File: src/rtl/i2c_spi_bridge_ctrl.sv
// i2c_spi_bridge_ctrl: forwards bytes received by the I2C slave to an SPI
// master port and queues the simultaneously received MISO bytes in a
// response FIFO that feeds the slave's read path. spi_cs_n spans one I2C
// transaction, delimited by i2c_busy.
// Optional build macro SPI_MODE3_EN: CPOL=1/CPHA=1 (sclk idles high, mosi
// changes on the falling edge). Without it the port runs in SPI mode 0.
module i2c_spi_bridge_ctrl #(
    parameter int CLK_DIV    = 4,
    parameter int FIFO_DEPTH = 4
) (
    input  logic       clk,
    input  logic       rst,
    input  logic [7:0] rx_data,
    input  logic       rx_valid,
    input  logic       i2c_busy,
    output logic [7:0] tx_data,
    output logic       tx_valid,
    input  logic       tx_ready,
    output logic       spi_sclk,
    output logic       spi_mosi,
    input  logic       spi_miso,
    output logic       spi_cs_n,
    output logic       overflow,
    output logic       ctrl_busy
);

    localparam int             AW       = $clog2(FIFO_DEPTH);
    localparam logic [7:0]     DIV_LAST = 8'(CLK_DIV - 1);
    localparam logic [AW:0]    FULL_CNT = FIFO_DEPTH[AW:0];
`ifdef SPI_MODE3_EN
    localparam logic           SCLK_IDLE = 1'b1;
`else
    localparam logic           SCLK_IDLE = 1'b0;
`endif

    typedef enum logic [2:0] {
        IDLE  = 3'd0,
        SETUP = 3'd1,
        SHIFT = 3'd2,
        DONE  = 3'd3,
        GAP   = 3'd4,
        HOLD  = 3'd5
    } state_t;

    state_t         state;
    state_t         state_d;
    logic           load_sh;
    logic           push;

    logic [7:0]     div_cnt;
    logic           div_done;
    logic           ph;
    logic [2:0]     bit_cnt;
    logic           sclk_edge;
    logic           sclk_rise;
    logic           sclk_fall;

    logic           hold_full;
    logic [7:0]     hold_data;
    logic [7:0]     tx_shift;
    logic [7:0]     rx_shift;

    logic           busy_p1;
    logic           start_txn;

    logic [7:0]     mem [FIFO_DEPTH];
    logic [AW-1:0]  wr_ptr;
    logic [AW-1:0]  rd_ptr;
    logic [AW:0]    count;
    logic           fifo_empty;
    logic           fifo_full;
    logic           pop;
    logic           push_ok;
    logic           drop_resp;
    logic           drop_in;

    assign div_done   = (div_cnt == DIV_LAST);
    assign sclk_edge  = (state == SHIFT) && div_done;
    // Both modes sample MISO when sclk goes low->high and move MOSI when it
    // goes high->low; only the idle level and the first-half level differ.
    assign sclk_rise  = sclk_edge && !spi_sclk;
    assign sclk_fall  = sclk_edge && spi_sclk;

    assign start_txn  = i2c_busy && !busy_p1 && (state == IDLE);

    assign fifo_empty = (count == '0);
    assign fifo_full  = (count == FULL_CNT);
    assign pop        = tx_ready && !fifo_empty;
    assign push_ok    = push && (!fifo_full || pop);
    assign drop_resp  = push && fifo_full && !pop;
    assign drop_in    = rx_valid && hold_full;

    assign tx_valid   = !fifo_empty;
    assign tx_data    = fifo_empty ? 8'hFF : mem[rd_ptr];
    assign ctrl_busy  = (state != IDLE);

    // FSM state register
    always_ff @(posedge clk) begin
        if (rst) state <= IDLE;
        else     state <= state_d;
    end

    // FSM next-state and per-cycle control strobes
    always_comb begin
        state_d = state;
        load_sh = 1'b0;
        push    = 1'b0;
        case (state)
            IDLE: begin
                if (hold_full) state_d = SETUP;
            end
            SETUP: begin
                if (div_done) begin
                    state_d = SHIFT;
                    load_sh = 1'b1;
                end
            end
            SHIFT: begin
                if (div_done && ph && (bit_cnt == 3'd7)) state_d = DONE;
            end
            DONE: begin
                push = 1'b1;
                if (hold_full) begin
                    state_d = SHIFT;
                    load_sh = 1'b1;
                end else begin
                    state_d = GAP;
                end
            end
            GAP: begin
                if (hold_full) begin
                    state_d = SHIFT;
                    load_sh = 1'b1;
                end else if (!i2c_busy) begin
                    state_d = HOLD;
                end
            end
            HOLD: begin
                if (div_done) state_d = IDLE;
            end
            default: state_d = IDLE;
        endcase
    end

    // Half-period divider, half-bit phase and bit counter
    always_ff @(posedge clk) begin
        if (rst) begin
            div_cnt <= '0;
            ph      <= 1'b0;
            bit_cnt <= '0;
        end else begin
            if ((state_d != state) || div_done) div_cnt <= '0;
            else                                div_cnt <= div_cnt + 8'd1;
            if (load_sh) begin
                ph      <= 1'b0;
                bit_cnt <= '0;
            end else if (sclk_edge) begin
                ph <= ~ph;
                if (ph) bit_cnt <= bit_cnt + 3'd1;
            end
        end
    end

    // SPI pins: cs_n follows the next state, sclk toggles each half-bit
    always_ff @(posedge clk) begin
        if (rst) begin
            spi_cs_n <= 1'b1;
            spi_sclk <= SCLK_IDLE;
            spi_mosi <= 1'b0;
        end else begin
            spi_cs_n <= (state_d == IDLE);
            if (state_d != SHIFT) spi_sclk <= SCLK_IDLE;
            else if (sclk_edge)   spi_sclk <= ~spi_sclk;
`ifdef SPI_MODE3_EN
            if (sclk_fall) spi_mosi <= tx_shift[7];
`else
            if (load_sh)        spi_mosi <= hold_data[7];
            else if (sclk_fall) spi_mosi <= tx_shift[6];
`endif
        end
    end

    // Transmit and receive shifters
    always_ff @(posedge clk) begin
        if (load_sh)        tx_shift <= hold_data;
        else if (sclk_fall) tx_shift <= {tx_shift[6:0], 1'b0};
        if (sclk_rise)      rx_shift <= {rx_shift[6:0], spi_miso};
    end

    // One-byte holding register between the I2C slave and the shifter
    always_ff @(posedge clk) begin
        if (rst)                         hold_full <= 1'b0;
        else if (rx_valid && !hold_full) hold_full <= 1'b1;
        else if (load_sh)                hold_full <= 1'b0;
        if (rx_valid && !hold_full) hold_data <= rx_data;
    end

    // Registered copy of i2c_busy for START edge detection
    always_ff @(posedge clk) begin
        if (rst) busy_p1 <= 1'b0;
        else     busy_p1 <= i2c_busy;
    end

    // Response FIFO pointers and occupancy; flushed at transaction start
    always_ff @(posedge clk) begin
        if (rst || start_txn) begin
            wr_ptr <= '0;
            rd_ptr <= '0;
            count  <= '0;
        end else begin
            if (push_ok) wr_ptr <= wr_ptr + 1'b1;
            if (pop)     rd_ptr <= rd_ptr + 1'b1;
            case ({push_ok, pop})
                2'b10:   count <= count + 1'b1;
                2'b01:   count <= count - 1'b1;
                default: count <= count;
            endcase
        end
    end

    // Response FIFO storage
    always_ff @(posedge clk) begin
        if (push_ok) mem[wr_ptr] <= rx_shift;
    end

    // Sticky drop flag, cleared when a new transaction starts
    always_ff @(posedge clk) begin
        if (rst)                       overflow <= 1'b0;
        else if (drop_in || drop_resp) overflow <= 1'b1;
        else if (start_txn)            overflow <= 1'b0;
    end

endmodule

File: config.mk
export PLATFORM = sky130hd
export DESIGN_NAME = i2c_spi_bridge_ctrl
export DESIGN_NICKNAME = d
export VERILOG_FILES = /design/src/rtl/i2c_spi_bridge_ctrl.sv
export SDC_FILE = /design/constraint.sdc
export NUM_CORES = 1
export LEC_CHECK = 0
export CORE_ASPECT_RATIO = 0.75
export CORE_UTILIZATION = 57
export DETAILED_ROUTE_END_ITERATION = 8
export PLACE_DENSITY_LB_ADDON = 0.25
export SYNTH_ARGS = -nofsm -noshare
export SYNTH_HDL_FRONTEND = slang
export SYNTH_SLANG_ARGS = --single-unit
File: constraint.sdc
create_clock -name clk -period 2.6 [get_ports clk]
set_input_delay 0.65 -clock clk [delete_from_list [all_inputs] [get_ports clk]]
set_output_delay 0.65 -clock clk [all_outputs]
set_load 0.05 [all_outputs]
==> results.yml <==
routing:
  wl_per_cell_um: 17.33
  firstDrtPassIters: 4
  drtAntennaViolNets: 0
  via_per_inst: 5.714
  drt-initial-drc-count: 214
  routed_wl_um: 6549
  num_vias: 2160
  drc_errors: 0
global_route:
  gr-usage-met3_pct: 6.452
  grt_max_degree: 17
  grt_pass1_vias: 2125
  antenna_found_initial: 0
  grtUsageMet1_pct: 33.97
  grt.met2_usage_pct: 31.31
  grt_pass1_wl_um: 10940
  grt-ovfl-total: 0
  track_usage_pct: 22.57
  grt_busiest_layer: "met1"
timing:
  clock.fmax_mhz: 396.1
  fin_crit_sh_pct: 97.10
  rsz0062_at_grt: "false"
  finalHoldViolCount: 0
  skew_ps: 10.60
  report.final.slew_viol_count: 0
  worst_slew_pin_slew_ps: 506.7
  worst_slack_ps: 75.40
  tns_ps: 0
  finalSetupViolations: 0
  finalCriticalPeriod_ps: 2525
  slew-limit-headroom_pct: 66.11
cts:
  cts_tree: "yes"
  cts_root_buf: "clkbuf_8"
  clk_pin_slew_worst_paths_ps: 90
  cts_max_level: 3
  insertion_delay_ps: 360
  numCtsBuffers: 9
  cts_hold_buf: 0
  clk_path_buf_depth: 2
  cts_sinks: 85
  cts_setup_buffers: 0
synth:
  ys.flop_type: "edfxtp_1"
  synth_xor_area_share_pct: 3.392
  synth_cell_types: 58
  synthAdderAreaFrac_pct: 2.977
  synth_simple_gate_area_share_pct: 14.99
  ys_seq_area_share_pct: 62.31
  synth_compound_area_share_pct: 5.711
  synth_warnings: 0
  netlist_area_sq_mm: 0.003615
  synth-edff-count: 55
  synth_top_family_by_area: "simple AND/OR/NAND/NOR gates"
  synth.area.mux_share_pct: 7.407
  avgSynthCellArea_sq_um: 14.01
  synth_nets: 280
  async_flop_share_pct: 0
  syn_inst: 258
  ys_ff_latch: 85
die:
  die_area_sq_mm: 0.006668
  rows: 24
  core_sq_mm: 0.005976
  io_pins: 28
  die_h_um: 70.97
  die_w_um: 93.96
  start_util_pct: 60.49
placed_design:
  hpwlAfterDp_um: 4636
  routabilityCongestion: 0.8249
  portBuffers: 27
  pre_cts_ws_ps: 108.9
critical_path:
  r2r_cells: 5
  crit_path_start: "state[0]"
  crit_required_ps: 1950
  end_kind: "primary output"
  crit_end: "ctrl_busy"
  cp_max_fo: 8
  crit_path_start_kind: "flop"
  crit_arrival_ps: 1870
  r2r-end: "tx_shift[6]"
  crit_type: "flop to primary output"
  ff2ff_setup_slack_ps: 250
  worstReg2RegStart: "div_cnt[0]"
final_layout:
  layout_common_cells: "edfxtp_1, dfxtp_1, nor2_1, buf_4, clkdlybuf4s50_1"
  n_antenna_cell: 0
  nNetsFinal: 317
  fin_util_pct: 69.87
  drive_gt1_share_pct: 20.67
  area_delta_synth_final_pct: 15.51
  layout_commonest_cell: "edfxtp_1"
power:
  finalPower_mw: 2.550
  p_leak_nw: 1.518
  ir_worst_vdd_mv: 0.4880
  cellPowerDensity_mw_per_mm2: 610.8
worst_hold_path:
  hold_path.class: "flop to flop"
run:
  cap_violations: 0
outcome:
  status: "completed"
## cell families (layout without fill, tap and decap cells)
| family | after synthesis | after routing |
|---|---|---|
| buffers and inverters | 20 | 62 |
| DFF | 85 | 85 |
| and+or+nand+nor | 87 | 87 |
| AOI/OAI and AO/OA | 28 | 28 |
| adders and majority gates | 8 | 8 |
| xor gates and xnor gates | 14 | 14 |
| muxes | 16 | 16 |
## how the worst min path moves through the flow
stage               startpoint    endpoint  slack [ps]  cells past startpoint
CTS                 div_cnt[0]  div_cnt[0]         510                      1
finish              div_cnt[0]  div_cnt[0]         510                      1
global route        div_cnt[0]  div_cnt[0]         520                      1
floorplan           div_cnt[0]  div_cnt[0]         440                      1
global placement    div_cnt[0]  div_cnt[0]         460                      1
detailed placement  div_cnt[0]  div_cnt[0]         490                      1
## report_power, final
part	switching, mW	internal [mW]
Combinational	0.0743	0.0598
Sequential	0.0191	1.44
Clock	0.493	0.459
## state kept, by name (all words and copies together), names as in the netlist, named ones only
register and count:
count 3, hold_data 8, spi_mosi 1, spi_cs_n 1
rd_ptr 2, busy_p1 1, overflow 1, state 3
rx_shift 8, wr_ptr 2, hold_full 1, div_cnt 8
ph 1, spi_sclk 1, mem 32, bit_cnt 3
tx_shift 7
## final cells by class
| type | count | area, sq um |
|---|---|---|
| sequential | 85 | 2252 |
| fill | 409 | 1800 |
| multi-input combinational | 153 | 1252 |
| timing repair buffer | 39 | 342.8 |
| clock buffer | 9 | 123.9 |
| tap | 78 | 97.59 |
| clock inverter | 7 | 80.08 |
| inverter | 7 | 26.28 |
## per-stage QoR
step,instances,area (sq um),hold WS (ps)
after global placement,362,3963,464.9
after floorplan,258,3615,437.5
after global routing,378,4175,524.6
final,378,4175,505.8
after detailed placement,362,3963,493.9
after CTS,378,4172,510.9
## worst max-delay path: stages (launching register included)
cell             delay, ps
dfxtp_1                540
or3_1                  180
clkdlybuf4s50_1        800
## synthesized netlist by cell type (all sizes together) (2+ instances only)
cell type	number	share of area [%]
a31oi	3	0.52
nor3	6	1.1
inv	7	0.73
nand3	12	1.7
dfxtp	30	17
ha	7	2.4
clkbuf	4	0.42
mux2i	2	0.55
or2	8	1.4
nand2	3	0.31
mux2	6	1.9
xnor2	5	1.2
nor2b	7	1.2
o22a	2	0.48
or3	2	0.35
nor3b	3	0.62
nor4b	2	0.90
a211oi	2	0.42
buf	9	2.1
a21o	2	0.42
o31ai	2	0.42
or3b	2	0.48
and2	2	0.42
edfxtp	55	46
nor2	20	2.1
nand2b	3	0.52
mux4	8	5.0
nor4	2	0.35
a21oi	6	0.83
o21ai	2	0.38
xor2	9	2.2
and3	8	1.4
## per-layer routing
metal  routed length [um]  part of all wire (%)  up-vias
li1                     -                     -     1036
met1                 3208                    49     1056
met2                 2852                    44       59
met3                  385                   5.9        9
met4                  102                   1.6        0
met5                    0                     0        -
## repair_timing
action                                  4_1_cts  5_1_grt
endpoints found under the setup margin        1        3
resized for setup                             2        1
pin swaps                                     0        0
(Power assumes the default switching activity.)
